==> config.mk <==
export PLATFORM = sky130hd
export DESIGN_NAME = apb4_watchdog
export DESIGN_NICKNAME = d
export VERILOG_FILES = /design/src/rtl/wdg_pkg.sv /design/src/rtl/wdg_tick_gen.sv /design/src/rtl/apb4_watchdog.sv
export SDC_FILE = /design/constraint.sdc
export NUM_CORES = 1
export LEC_CHECK = 0
export BUFFER_PORTS_ARGS = -buffer_cell sky130_fd_sc_hd__buf_2
export CORE_AREA = 4 4 123 125
export DETAILED_ROUTE_END_ITERATION = 8
export DIE_AREA = 0 0 127 129
export PLACE_DENSITY = 0.78
export SLEW_MARGIN = 20
export SYNTH_ARGS = -nofsm -noshare
export SYNTH_HDL_FRONTEND = slang
export SYNTH_HIERARCHICAL = 1
export SYNTH_SLANG_ARGS = --single-unit
==> constraint.sdc <==
create_clock -name clk_i -period 3.88 [get_ports clk_i]
set_clock_uncertainty 0.2 [all_clocks]
set_input_delay 0.388 -clock clk_i [delete_from_list [all_inputs] [get_ports clk_i]]
set_output_delay 0.388 -clock clk_i [all_outputs]
set_load 0.01 [all_outputs]
==> src/rtl/wdg_pkg.sv <==
// Shared definitions for the APB4 watchdog: register map, unlock key and
// CTRL/STAT bit layout.
package wdg_pkg;

  localparam int unsigned APB_DATA_W   = 32;
  localparam int unsigned REG_IDX_W    = 3;
  localparam int unsigned CTRL_W       = 3;

  localparam logic [APB_DATA_W-1:0] WDG_MAGIC_KEY = 32'h5F37_59DF;

  // Word index taken from paddr[4:2].
  typedef enum logic [REG_IDX_W-1:0] {
    REG_CTRL = 3'd0,
    REG_PSCR = 3'd1,
    REG_CNT  = 3'd2,
    REG_CMP  = 3'd3,
    REG_STAT = 3'd4,
    REG_KEY  = 3'd5,
    REG_FEED = 3'd6,
    REG_NONE = 3'd7
  } reg_idx_e;

  localparam int unsigned CTRL_OVIE   = 0;
  localparam int unsigned CTRL_CLKSEL = 1;
  localparam int unsigned CTRL_EN     = 2;
  localparam int unsigned STAT_OVIF   = 0;

  typedef struct packed {
    logic en;      // bit 2
    logic clksel;  // bit 1
    logic ovie;    // bit 0
  } ctrl_t;

  function automatic logic is_protected(input reg_idx_e idx);
    return idx inside {REG_CTRL, REG_PSCR, REG_CMP, REG_FEED};
  endfunction

endpackage

==> src/rtl/wdg_tick_gen.sv <==
// Count-tick generator: synchronises rtc_clk_i, detects its rising edge,
// selects the tick source and divides it by (PSCR+1).
module wdg_tick_gen
  import wdg_pkg::*;
#(
  parameter int unsigned PSCR_W = 20
) (
  input  logic              clk_i,
  input  logic              rst_n_i,
  input  logic              rtc_clk_i,
  input  logic              en_i,
  input  logic              clksel_i,
  input  logic              clr_i,
  input  logic [PSCR_W-1:0] pscr_i,
  output logic              cnt_tick_o
);

  logic [2:0]        rtc_sync_q, rtc_sync_d;
  logic              clksel_q, clksel_d;
  logic [PSCR_W-1:0] pcnt_q, pcnt_d;
  logic              rtc_tick;
  logic              src_tick;
  logic              sel_change;
  logic              pcnt_hit;

  // Bits [1:0] are the two-flop synchroniser, bit [2] remembers the previous
  // synchronised level for edge detection.
  assign rtc_sync_d = {rtc_sync_q[1:0], rtc_clk_i};
  assign rtc_tick   = rtc_sync_q[1] & ~rtc_sync_q[2];
  assign src_tick   = clksel_i ? rtc_tick : 1'b1;
  assign sel_change = clksel_i ^ clksel_q;
  assign pcnt_hit   = (pcnt_q == pscr_i);
  assign clksel_d   = clksel_i;

  assign cnt_tick_o = en_i & src_tick & pcnt_hit & ~clr_i & ~sel_change;

  // NOTE: every variable assigned in always_comb gets a default first so no
  // path leaves it unassigned and no latch is inferred.
  always_comb begin
    pcnt_d = pcnt_q;
    if (clr_i || sel_change) begin
      pcnt_d = '0;
    end else if (en_i && src_tick) begin
      pcnt_d = pcnt_hit ? '0 : pcnt_q + PSCR_W'(1);
    end
  end

  // NOTE: reset is synchronous here, so rst_n_i is only tested inside the
  // clocked block and never appears in the sensitivity list.
  always_ff @(posedge clk_i) begin
    if (!rst_n_i) begin
      rtc_sync_q <= '0;
      clksel_q   <= 1'b0;
      pcnt_q     <= '0;
    end else begin
      // NOTE: sequential state uses non-blocking assignments so all flops
      // sample their inputs from the same pre-edge values.
      rtc_sync_q <= rtc_sync_d;
      clksel_q   <= clksel_d;
      pcnt_q     <= pcnt_d;
    end
  end

endmodule

==> src/rtl/apb4_watchdog.sv <==
// APB4 watchdog: key-protected register file, prescaled up-counter with
// compare, overflow flag/interrupt and a one-cycle reset request on a second
// unserviced overflow.
module apb4_watchdog
  import wdg_pkg::*;
#(
  parameter int unsigned APB_ADDR_W = 32,
  parameter int unsigned PSCR_W     = 20,
  parameter int unsigned CNT_W      = 32
) (
  input  logic                  clk_i,
  input  logic                  rst_n_i,
  input  logic [APB_ADDR_W-1:0] paddr_i,
  input  logic [2:0]            pprot_i,
  input  logic                  psel_i,
  input  logic                  penable_i,
  input  logic                  pwrite_i,
  input  logic [31:0]           pwdata_i,
  input  logic [3:0]            pstrb_i,
  output logic                  pready_o,
  output logic [31:0]           prdata_o,
  output logic                  pslverr_o,
  input  logic                  rtc_clk_i,
  output logic                  irq_o,
  output logic                  rst_o
);

  ctrl_t             ctrl_q, ctrl_d;
  logic [PSCR_W-1:0] pscr_q, pscr_d;
  logic [CNT_W-1:0]  cmp_q,  cmp_d;
  logic [CNT_W-1:0]  cnt_q,  cnt_d;
  logic              ovif_q, ovif_d;
  logic              unlock_q, unlock_d;
  logic              rst_q,  rst_d;

  logic     access, wr_en, rd_en;
  logic     prot_wr, wr_ok, feed;
  logic     cnt_tick, cnt_hit, overflow;
  logic     stat_clr;
  reg_idx_e idx;
  logic     unused_ok;

  // pprot, pstrb and the undecoded address bits have no effect.
  assign unused_ok = ^{pprot_i, pstrb_i, paddr_i[APB_ADDR_W-1:5], paddr_i[1:0]};

  assign idx     = reg_idx_e'(paddr_i[4:2]);
  assign access  = psel_i & penable_i;
  assign wr_en   = access & pwrite_i;
  assign rd_en   = access & ~pwrite_i;
  assign prot_wr = wr_en & is_protected(idx);
  assign wr_ok   = prot_wr & unlock_q;
  assign feed    = wr_ok & (idx == REG_FEED);

  assign pready_o  = 1'b1;
  assign pslverr_o = prot_wr & ~unlock_q;

  wdg_tick_gen #(
    .PSCR_W (PSCR_W)
  ) u_tick_gen (
    .clk_i      (clk_i),
    .rst_n_i    (rst_n_i),
    .rtc_clk_i  (rtc_clk_i),
    .en_i       (ctrl_q.en),
    .clksel_i   (ctrl_q.clksel),
    .clr_i      (feed),
    .pscr_i     (pscr_q),
    .cnt_tick_o (cnt_tick)
  );

  // A feed in the same cycle as a tick wins: no increment and no overflow.
  assign cnt_hit  = (cnt_q == cmp_q);
  assign overflow = cnt_tick & cnt_hit & ~feed;
  assign stat_clr = (rd_en && idx == REG_STAT) ||
                    (wr_en && idx == REG_STAT && pwdata_i[STAT_OVIF]);
  assign rst_d    = overflow & ovif_q;

  always_comb begin
    ctrl_d   = ctrl_q;
    pscr_d   = pscr_q;
    cmp_d    = cmp_q;
    unlock_d = unlock_q;
    cnt_d    = cnt_q;
    ovif_d   = ovif_q;

    // Any KEY write re-arms or disarms the lock; protected writes consume it.
    if (wr_en && idx == REG_KEY) begin
      unlock_d = (pwdata_i == WDG_MAGIC_KEY);
    end else if (prot_wr) begin
      unlock_d = 1'b0;
    end

    if (wr_ok) begin
      case (idx)
        REG_CTRL: ctrl_d = ctrl_t'(pwdata_i[CTRL_W-1:0]);
        REG_PSCR: pscr_d = pwdata_i[PSCR_W-1:0];
        REG_CMP:  cmp_d  = CNT_W'(pwdata_i);
        default:  ;
      endcase
    end

    if (feed) begin
      cnt_d = '0;
    end else if (cnt_tick) begin
      cnt_d = cnt_hit ? '0 : cnt_q + CNT_W'(1);
    end

    if (stat_clr) begin
      ovif_d = 1'b0;
    end
    if (overflow) begin
      ovif_d = 1'b1;
    end
  end

  always_ff @(posedge clk_i) begin
    if (!rst_n_i) begin
      ctrl_q   <= '0;
      pscr_q   <= '0;
      cmp_q    <= '0;
      cnt_q    <= '0;
      ovif_q   <= 1'b0;
      unlock_q <= 1'b0;
      rst_q    <= 1'b0;
    end else begin
      ctrl_q   <= ctrl_d;
      pscr_q   <= pscr_d;
      cmp_q    <= cmp_d;
      cnt_q    <= cnt_d;
      ovif_q   <= ovif_d;
      unlock_q <= unlock_d;
      rst_q    <= rst_d;
    end
  end

  assign irq_o = ctrl_q.ovie & ovif_q;
  assign rst_o = rst_q;

  always_comb begin
    prdata_o = '0;
    case (idx)
      REG_CTRL: prdata_o = 32'(ctrl_q);
      REG_PSCR: prdata_o = 32'(pscr_q);
      REG_CNT:  prdata_o = 32'(cnt_q);
      REG_CMP:  prdata_o = 32'(cmp_q);
      REG_STAT: prdata_o = 32'(ovif_q);
      default:  prdata_o = '0;
    endcase
  end

endmodule

# [Word level (Yosys, flattened, before mapping)]
# Index checks and enable logic that the tools add are counted.
# Widths: inputs -> output; s select.
[word_totals] elab_cells=70 input_bits=77 reg_bits=114 out_inout_bits=36
[classes] bitwise=23 n_reduce_logical=16 muxes=8 add_sub_neg=2 n_eq_ne=9
[ops] op="$pmux 32 s5" n=1
[ops] op="$add 32x1->32 const B" n=1
[ops] op="$eq 32x31->1 const B" n=1
[ops] op="$eq 32x32->1" n=1
[ops] op="$mux 32" n=1
[ops] op="$add 20x1->20 const B" n=1
[ops] op="$eq 20x20->1" n=1
[ops] op="$mux 20" n=1
[ops] op="$and 1x1->1" n=16
[ops] op="$eq 3x3->1 const B" n=3
[ops] op="$eq 3x2->1 const B" n=2
[ops] op="$not 1->1" n=6
[ops] op="$reduce_and 2->1" n=3
[ops] op="$logic_and 1x1->1" n=5
[ops] op="$mux 1" n=5
[ops] op="$reduce_bool 2->1" n=2
[ops] op="$reduce_bool 4->1" n=1
[ops] op="$reduce_or 2->1" n=2
[ops] op="$eq 3x1->1 const B" n=1
[ops] op="$logic_not 3->1" n=1
[ops] op="$logic_or 1x1->1" n=2
[ops] op="$xor 1x1->1" n=1

# [Depth between registers and ports, before layout]
# Gate-level depths: netlist (run 1).
[logic_depth] depth_word=11 mapped_depth=12 mapped_depth_nobuf=9

# [Hierarchy]
# Netlist (run 1), hierarchy kept.
[by_module_without_submodules] module="apb4_watchdog" cells_per_inst=606 instances=1 area_per_inst_um2=4926.0
[by_module_without_submodules] module="wdg_tick_gen" cells_per_inst=141 instances=1 area_per_inst_um2=1338.8

# [Least setup slack after synthesis (run 1)]
# OpenSTA, ideal clock, no wires.
[synth_timing] kind="input to register" start="in paddr_i[4]" end="reg cnt_q[29]" slack_ns=0.906 stages=11 arrival_ns=2.652 required_time_ns=3.558 setup_ns=0.122 n_path_buf=3 cell_sequence="clkbuf_1 and4_1 and3_1 nor2_1 and4_1 buf_4 o21ai_0 or4_4 o41ai_4 buf_6 a21oi_1"
[synth_via] elab_chain_cells=8 word_cells_on_any_way=12 cone_classes="eq/ne: 3; bitwise: 6; reduce/logical: 3"
[synth_lines] element="from (decl)" line_no="apb4_watchdog.sv:13" rtl="input logic [APB_ADDR_W-1:0] paddr_i,"
[synth_lines] element="$eq 3x1->1 (tied with other cells)" line_no="wdg_pkg.sv:35" rtl="return idx inside {REG_CTRL, REG_PSCR, REG_CMP, REG_FEED};"
[synth_lines] element="$reduce_bool 4->1" line_no="wdg_pkg.sv:35"
[synth_lines] element="$and 1x1->1" line_no="apb4_watchdog.sv:50" rtl="assign prot_wr = wr_en & is_protected(idx);"
[synth_lines] element="$and 1x1->1" line_no="apb4_watchdog.sv:51" rtl="assign wr_ok = prot_wr & unlock_q;"
[synth_lines] element="$and 1x1->1 (*)" line_no="apb4_watchdog.sv:52" rtl="assign feed = wr_ok & (idx == REG_FEED);"
[synth_lines] element="net feed" line_no="apb4_watchdog.sv:37" rtl="logic prot_wr, wr_ok, feed;"
[synth_lines] element="$not 1->1 (*)" line_no="wdg_tick_gen.sv:35" rtl="assign cnt_tick_o = en_i & src_tick & pcnt_hit & ~clr_i & ~sel_change;"
[synth_lines] element="$and 1x1->1 (*) (2 in a row)" line_no="wdg_tick_gen.sv:35"
[synth_lines] element="net cnt_tick" line_no="apb4_watchdog.sv:38" rtl="logic cnt_tick, cnt_hit, overflow;"
[synth_lines] element="to (signal assigned)" line_no="apb4_watchdog.sv:128" rtl="cnt_q <= cnt_d;"
[synth_lines] element="to (decl)" line_no="apb4_watchdog.sv:31" rtl="logic [CNT_W-1:0] cnt_q, cnt_d;"
# The timed path passes the listed nets; every way through them passes the cells marked *.
# A chain may end at the register's enable or synchronous reset.

# [Worst setup path in the final report (run 1)]
[layout_timing] start="reg u_tick_gen.pcnt_q[12]" end="reg cnt_q[15]"
[layout_via] elab_chain_cells=4
[layout_lines] element="from (decl)" line_no="wdg_tick_gen.sv:20" rtl="logic [PSCR_W-1:0] pcnt_q, pcnt_d;"
[layout_lines] element="from (signal assigned)" line_no="wdg_tick_gen.sv:60" rtl="pcnt_q <= pcnt_d;"
[layout_lines] element="$eq 20x20->1" line_no="wdg_tick_gen.sv:32" rtl="assign pcnt_hit = (pcnt_q == pscr_i);"
[layout_lines] element="$and 1x1->1 (3 in a row)" line_no="wdg_tick_gen.sv:35"
[layout_lines] element="net cnt_tick" line_no="apb4_watchdog.sv:38"
# The timed path passes the listed nets, and every way through them passes these cells.

==> results of run 1 <==
## sequential cells by signal, indices dropped and copies added, names as in the netlist
signal,count
unlock_q,1
ctrl_q,3
cmp_q,32
rst_o,1
u_tick_gen/pcnt_q,20
u_tick_gen/rtc_sync_q,3
pscr_q,20
u_tick_gen/clksel_q,1
ovif_q,1
cnt_q,32
## cell type report
| class | instances | area, µm² | area share |
|---|---|---|---|
| Tap cell | 180 | 225 | 0.0305 |
| Inverter | 12 | 45.0 | 0.00610 |
| Timing Repair Buffer | 90 | 490 | 0.0664 |
| Sequential cell | 114 | 2280 | 0.309 |
| Clock inverter | 9 | 176 | 0.0239 |
| Multi-Input combinational cell | 571 | 3690 | 0.500 |
| Clock buffer | 23 | 478 | 0.0647 |
## power by group through the flow
stage                     sequential [µW]  combinational, µW  clock (µW)
after global routing                 1170                116        1800
after CTS                            1170                107        1740
after global placement               1200                105           0
final                                1170                108        1730
after floorplan                      1200               59.2           0
after detailed placement             1200                105           0
## synthesized netlist by cell type (3+ instances only)
cell type and instances:
buf_6 4, inv_1 12, clkbuf_2 3, nor4_1 11, mux2_2 14, mux2i_1 15, nand2_1 130, buf_4 4
a21oi_1 3, nor4_2 4, nand4b_1 3, and3_1 7, a21boi_1 4, buf_2 7, o21ai_0 9, nor2_2 5
clkbuf_1 30, nor2b_1 7, nand3_1 23, nor2_1 83, mux4_2 3, and2_1 7, nor3_1 14, xor2_1 43
and4_1 6, a21boi_0 52, xnor2_1 54, nand2b_1 3, a22oi_1 17, nand4_1 24, dfxtp_1 114
## how the worst max path moves through the flow
stage / to / slack [ps] / cells after the start
2_1_floorplan: cnt_q[29] / 910 / 11
6_report: cnt_q[15] / 400 / 9
3_3_place_gp: cnt_q[16] / 490 / 9
3_5_place_dp: cnt_q[15] / 430 / 9
5_1_grt: cnt_q[10] / 200 / 9
4_1_cts: cnt_q[15] / 410 / 9
## metrics by stage
step	power, µW	instance area [µm²]	setup WS, ps	hold slack [ps]
2_1_floorplan	1260	6260	906	212
3_3_place_gp	1300	6730	490	216
3_5_place_dp	1300	6730	426	220
4_1_cts	3020	7390	411	8.93
5_1_grt	3080	7390	204	26.6
6_report	3010	7390	396	15.0
## per-layer routing
metal  part of all wire  vias up
met3              0.069       30
met2               0.47      206
met1               0.44     2580
met4              0.023        0
li1                   -     2657
met5                  0        -
## kinds of logic after synthesis
group | Yosys count
compound gates | 94
mux | 32
other cells | 1
xor+xnor | 98
buf+inv | 62
flops | 114
simple gates | 344
fa+ha+maj | 2
## worst min-delay path, cell delays in order
cell and delay [ps]:
buf_2 100, nand2_1 50, a21boi_1 50
==> flow_metrics.tcl, run 1 <==
set metrics [dict create \
    crit_slowest_cell "or4_4" \
    grt.total_usage 0.206 \
    worstSkewPairLatency_ps 420 \
    critical_path_buf_inv_count 1 \
    met1_usage 0.276 \
    critical_path.max_stage_delay_ps 590 \
    synth_edf_count 0 \
    critPathMaxFanout 14 \
    clockBufferDepth 2 \
    global_route.overflow_total 0 \
    start_util 0.451 \
    use_met3 0.0469 \
    setup_viol 0 \
    drc 0 \
    vias 5473 \
    firstDrtPassIters 5 \
    fin_crit_ps 3480 \
    grt_pass1_wl_um 26600 \
    htreeDepth 4 \
    core-area_um2 13900 \
    synth_area_um2 6260 \
    ioPinCount 113 \
    crit_type "register to register" \
    muxShareOfSynthArea 0.0599 \
    synth_fa_ha_area_frac 0.00399 \
    hold_violations 0 \
    synthTopCellsByArea "dfxtp_1, nand2_1, xnor2_1" \
    via_per_inst 5.48 \
    syn_area_per_cell_um2 8.39 \
    gp_congestion 0.880 \
    ys_seq_area_frac 0.364 \
    finish.utilization 0.532 \
    most-common-layout-cells "nand2_1, dfxtp_1, nor2_1, buf_2, xnor2_1" \
    switching_share 0.202 \
    p_clk_frac 0.574 \
    rr_endpoint "cnt_q[15]" \
    p_int_uw 2400 \
    antenna_found_initial 0 \
    dp_hpwl_um 12100 \
    use_met2 0.327 \
    p_seq_frac 0.390 \
    drv_slew 0 \
    ys_ff_latch 114 \
    crit_arrival_ps 3590 \
    die_w_um 127 \
    fp.dieH_um 129 \
    yosysTopAreaCellShare 0.364 \
    cts_resized 0 \
    max_freq_mhz 287 \
    grt_max_degree 64 \
    start_kind "register" \
    routedWlPerCell_um 16.7 \
    relSlewSlack 0.474 \
    finalCritPeriodShare 0.898 \
    die_area_um2 16400 \
    power-per-cell-area_nw_per_um2 407 \
    tightestPinTransition_ps 781 \
    dpl.cell_count 966 \
    r2r_setup_slack_ps 400 \
    synth-simple-area-share 0.274 \
    drive_above_1_share 0.198 \
    hold_end "cmp_q[29]" \
    root_buffer "clkbuf_16" \
    status "complete, no violations" \
    fill_cells 1307 \
    portBuffers 75 \
    cts_tree "done" \
    fin_nets 885 \
    synth_xor_area_frac 0.138 \
    crit_chain "xnor2_1, nand4_1, nor4_1, and4_1, o21ai_0, or4_4, o41ai_4, buf_4, nor2_1" \
    cts_made_buffers 17 \
    drtAntennaViolNets 0 \
    crit_required_ps 3980 \
    instances_no_fill 999 \
    grt_pass1_vias 5236 \
    hold_depth 3 \
    cellLeakagePower_uw 0.00281 \
    synth_compound_area_frac 0.113 \
    comb_power_share 0.036 \
    min_from "pwdata_i[29]" \
    synth_top_family_by_area "simple AND/OR/NAND/NOR gates" \
    cap_violations 0 \
    cts_setup_buffers 0 \
    final_common_cell "nand2_1" \
    synth_flop_cell "dfxtp_1" \
    rsz0062_at_grt "no" \
    p_sw_uw 606 \
    endpoint_kind "register" \
    syn_nets 826 \
    num_rows 43 \
    num_antenna_cells 0 \
    yosysTopAreaCell "dfxtp_1" \
    hold_buffers 1 \
    clk_pin_slew_ps 50 \
    grt_busiest_layer "met2" \
    r2r_cells 9 \
    ir_worst_vdd_v 0.000251 \
    hp-class "primary input to register" \
    timing.rr.start "u_tick_gen/pcnt_q[12]" \
    cts.sinks 114 \
    drt_wl_total_um 16700 \
    drt_iter0_drc 377 \
    syn_to_final_growth_pct 18.0 \
    ys_warn_count 6 \
    syn_inst 747 \
    setup_tns_ps 0 \
    critPathLaunch "u_tick_gen/pcnt_q[12]" \
    ys_types 58 \
    async_reset_ff_frac 0 \
    cpLargestDelayFamily "simple AND/OR/NAND/NOR gates" \
]
(Power assumes the default switching activity.)
==> run 2: changes to the inputs <==
Settings changed: CORE_AREA 4 4 123 125 to 4 4 111 113, DIE_AREA 0 0 127 129 to 0 0 115 117, PLACE_DENSITY 0.78 to 0.91.
Clock period 3.88 ns to 3.5 ns, I/O delays scaled along.
==> run 2 against run 1 <==
  * Sequential power grew 11%
  * Wire length grew 6.1%
  * Maximum frequency grew 3.4%
  * Worst hold slack lost 10 ps
  * Critical endpoint is now cnt_q[17]
  * Largest cell class unchanged
  * Highest routed layer unchanged
==> flow_metrics.tcl, run 2 (synthesis gave the netlist of run 1 again) <==
set metrics [dict create \
    core-area_um2 11300 \
    drv_slew 0 \
    power-per-cell-area_nw_per_um2 437 \
    fin_nets 894 \
    global_route.overflow_total 0 \
    p_clk_frac 0.560 \
    endpoint_kind "register" \
    setup_ws_ps 130 \
    hold_end "cmp_q[27]" \
    largest_registers "cmp_q: 32 flops, cnt_q: 32 flops" \
    routedWlPerCell_um 18.3 \
    fin_crit_ps 3370 \
    hold_depth 3 \
    num_rows 39 \
    gp_congestion 0.947 \
    ir_worst_vdd_v 0.000324 \
    grt.total_usage 0.263 \
    antenna_found_initial 0 \
    switching_share 0.207 \
    fp.dieH_um 117 \
    die_w_um 115 \
    critical_path.max_stage_delay_ps 590 \
    firstDrtPassIters 6 \
    drt_wl_total_um 17700 \
    hp-class "primary input to register" \
    crit_chain "xnor2_1, nand4_1, nor4_4, and4_1, o21ai_0, or4_4, o41ai_4, buf_4, nor2_1" \
    crit_slowest_cell "or4_4" \
    crit_type "register to register" \
    cts_tree "done" \
    grt_pass1_vias 5567 \
    cellLeakagePower_uw 0.00283 \
    num_antenna_cells 0 \
    grt_max_degree 40 \
    htreeDepth 4 \
    drt_iter0_drc 707 \
    r2r_cells 9 \
    cts_made_buffers 17 \
    critPathMaxFanout 16 \
    hold_violations 0 \
    start_kind "register" \
    most-common-layout-cells "nand2_1, dfxtp_1, nor2_1, buf_2, xnor2_1" \
    timing.rr.start "u_tick_gen/pcnt_q[13]" \
    cap_violations 0 \
    clockBufferDepth 2 \
    vias 5850 \
    crit_arrival_ps 3460 \
    drtAntennaViolNets 0 \
    fill_cells 819 \
    clk_pin_slew_ps 50 \
    ioPinCount 113 \
    start_util 0.553 \
    crit_required_ps 3590 \
    via_per_inst 6.03 \
    worstSkewPairLatency_ps 410 \
    drive_above_1_share 0.201 \
    tightestPinTransition_ps 929 \
    critical_path_buf_inv_count 1 \
    cpLargestDelayFamily "simple AND/OR/NAND/NOR gates" \
    design_area_um2 7400 \
    r2r_setup_slack_ps 130 \
    setup_viol 0 \
    status "complete, no violations" \
    final_common_cell "nand2_1" \
    p_int_uw 2570 \
    p_sw_uw 670 \
    syn_to_final_growth_pct 18.2 \
    portBuffers 75 \
    die_area_um2 13500 \
    cts.sinks 114 \
    dp_hpwl_um 11800 \
    p_seq_frac 0.402 \
    root_buffer "clkbuf_16" \
    grt_pass1_wl_um 27900 \
    dpl_cell_area_um2 6700 \
    relSlewSlack 0.375 \
    comb_power_share 0.039 \
    pre_cts_slack_ps 209 \
    drc 0 \
    finalCritPeriodShare 0.963 \
    rr_endpoint "cnt_q[17]" \
    max_freq_mhz 297 \
    finish.utilization 0.654 \
    cts_setup_buffers 0 \
    min_from "pwdata_i[27]" \
]
==> run 2: worst max-delay path by stage <==
stage	start	endpoint	slack, ps	cells after the start
3_5_place_dp	u_tick_gen/pcnt_q[13]	cnt_q[18]	210	9
5_1_grt	u_tick_gen/pcnt_q[13]	cnt_q[13]	-40	9
6_report	u_tick_gen/pcnt_q[13]	cnt_q[17]	130	9
3_3_place_gp	u_tick_gen/pcnt_q[13]	cnt_q[11]	340	9
4_1_cts	u_tick_gen/pcnt_q[13]	cnt_q[17]	110	9
2_1_floorplan	paddr_i[4]	cnt_q[29]	560	11
==> run 2: layout make-up <==
cell class / count / area, µm² / area share
multi-input combinational: 571 / 3710 / 0.501
sequential: 114 / 2280 / 0.308
timing repair buffer: 99 / 573 / 0.0774
clock buffer: 21 / 460 / 0.0622
tap: 143 / 179 / 0.0242
clock inverter: 10 / 158 / 0.0213
inverter: 12 / 45.0 / 0.00608
==> run 2: stage by stage <==
stage | instances | power (µW) | TNS (ps) | hold WS (ps)
final | 970 | 3240 | 0 | 5.04
after global routing | 970 | 3310 | -529 | 21.0
after global placement | 932 | 1440 | 0 | 215
after detailed placement | 932 | 1440 | 0 | 250
after CTS | 970 | 3240 | 0 | 1.51
after floorplan | 747 | 1390 | 0 | 212
==> run 2: per-layer routing <==
layer  track usage  routed length, µm  vias up
met1         0.325               6910     2700
met4         0.130                737        0
met2         0.440               8390      410
met3        0.0540               1700       71
li1              -                  -     2669
met5             0                  0        -
==> run 2: timing repair <==
action / in CTS / in global routing
hold buffers: 7 / 0
endpoints found under the hold margin: 7 / 0
gates resized for setup: 0 / 2
setup endpoints to repair: 0 / 33
==> run 2: worst register-to-register path: cells and delay by family (launching register included) <==
kind	cells	cell delay, ps
xor gates and xnor gates	1	200
AOI/OAI and AO/OA	2	510
DFF	1	460
and+or+nand+nor	5	1590
buffers and inverters	1	290
==> run 2: power by group through the flow <==
| stage | Clock [µW] | Combinational, µW | Sequential [µW] |
|---|---|---|---|
| after CTS | 1810 | 122 | 1300 |
| after global routing | 1880 | 133 | 1300 |
| after global placement | 0 | 113 | 1330 |
| final | 1810 | 126 | 1300 |
| after floorplan | 0 | 65.6 | 1330 |
| after detailed placement | 0 | 115 | 1330 |
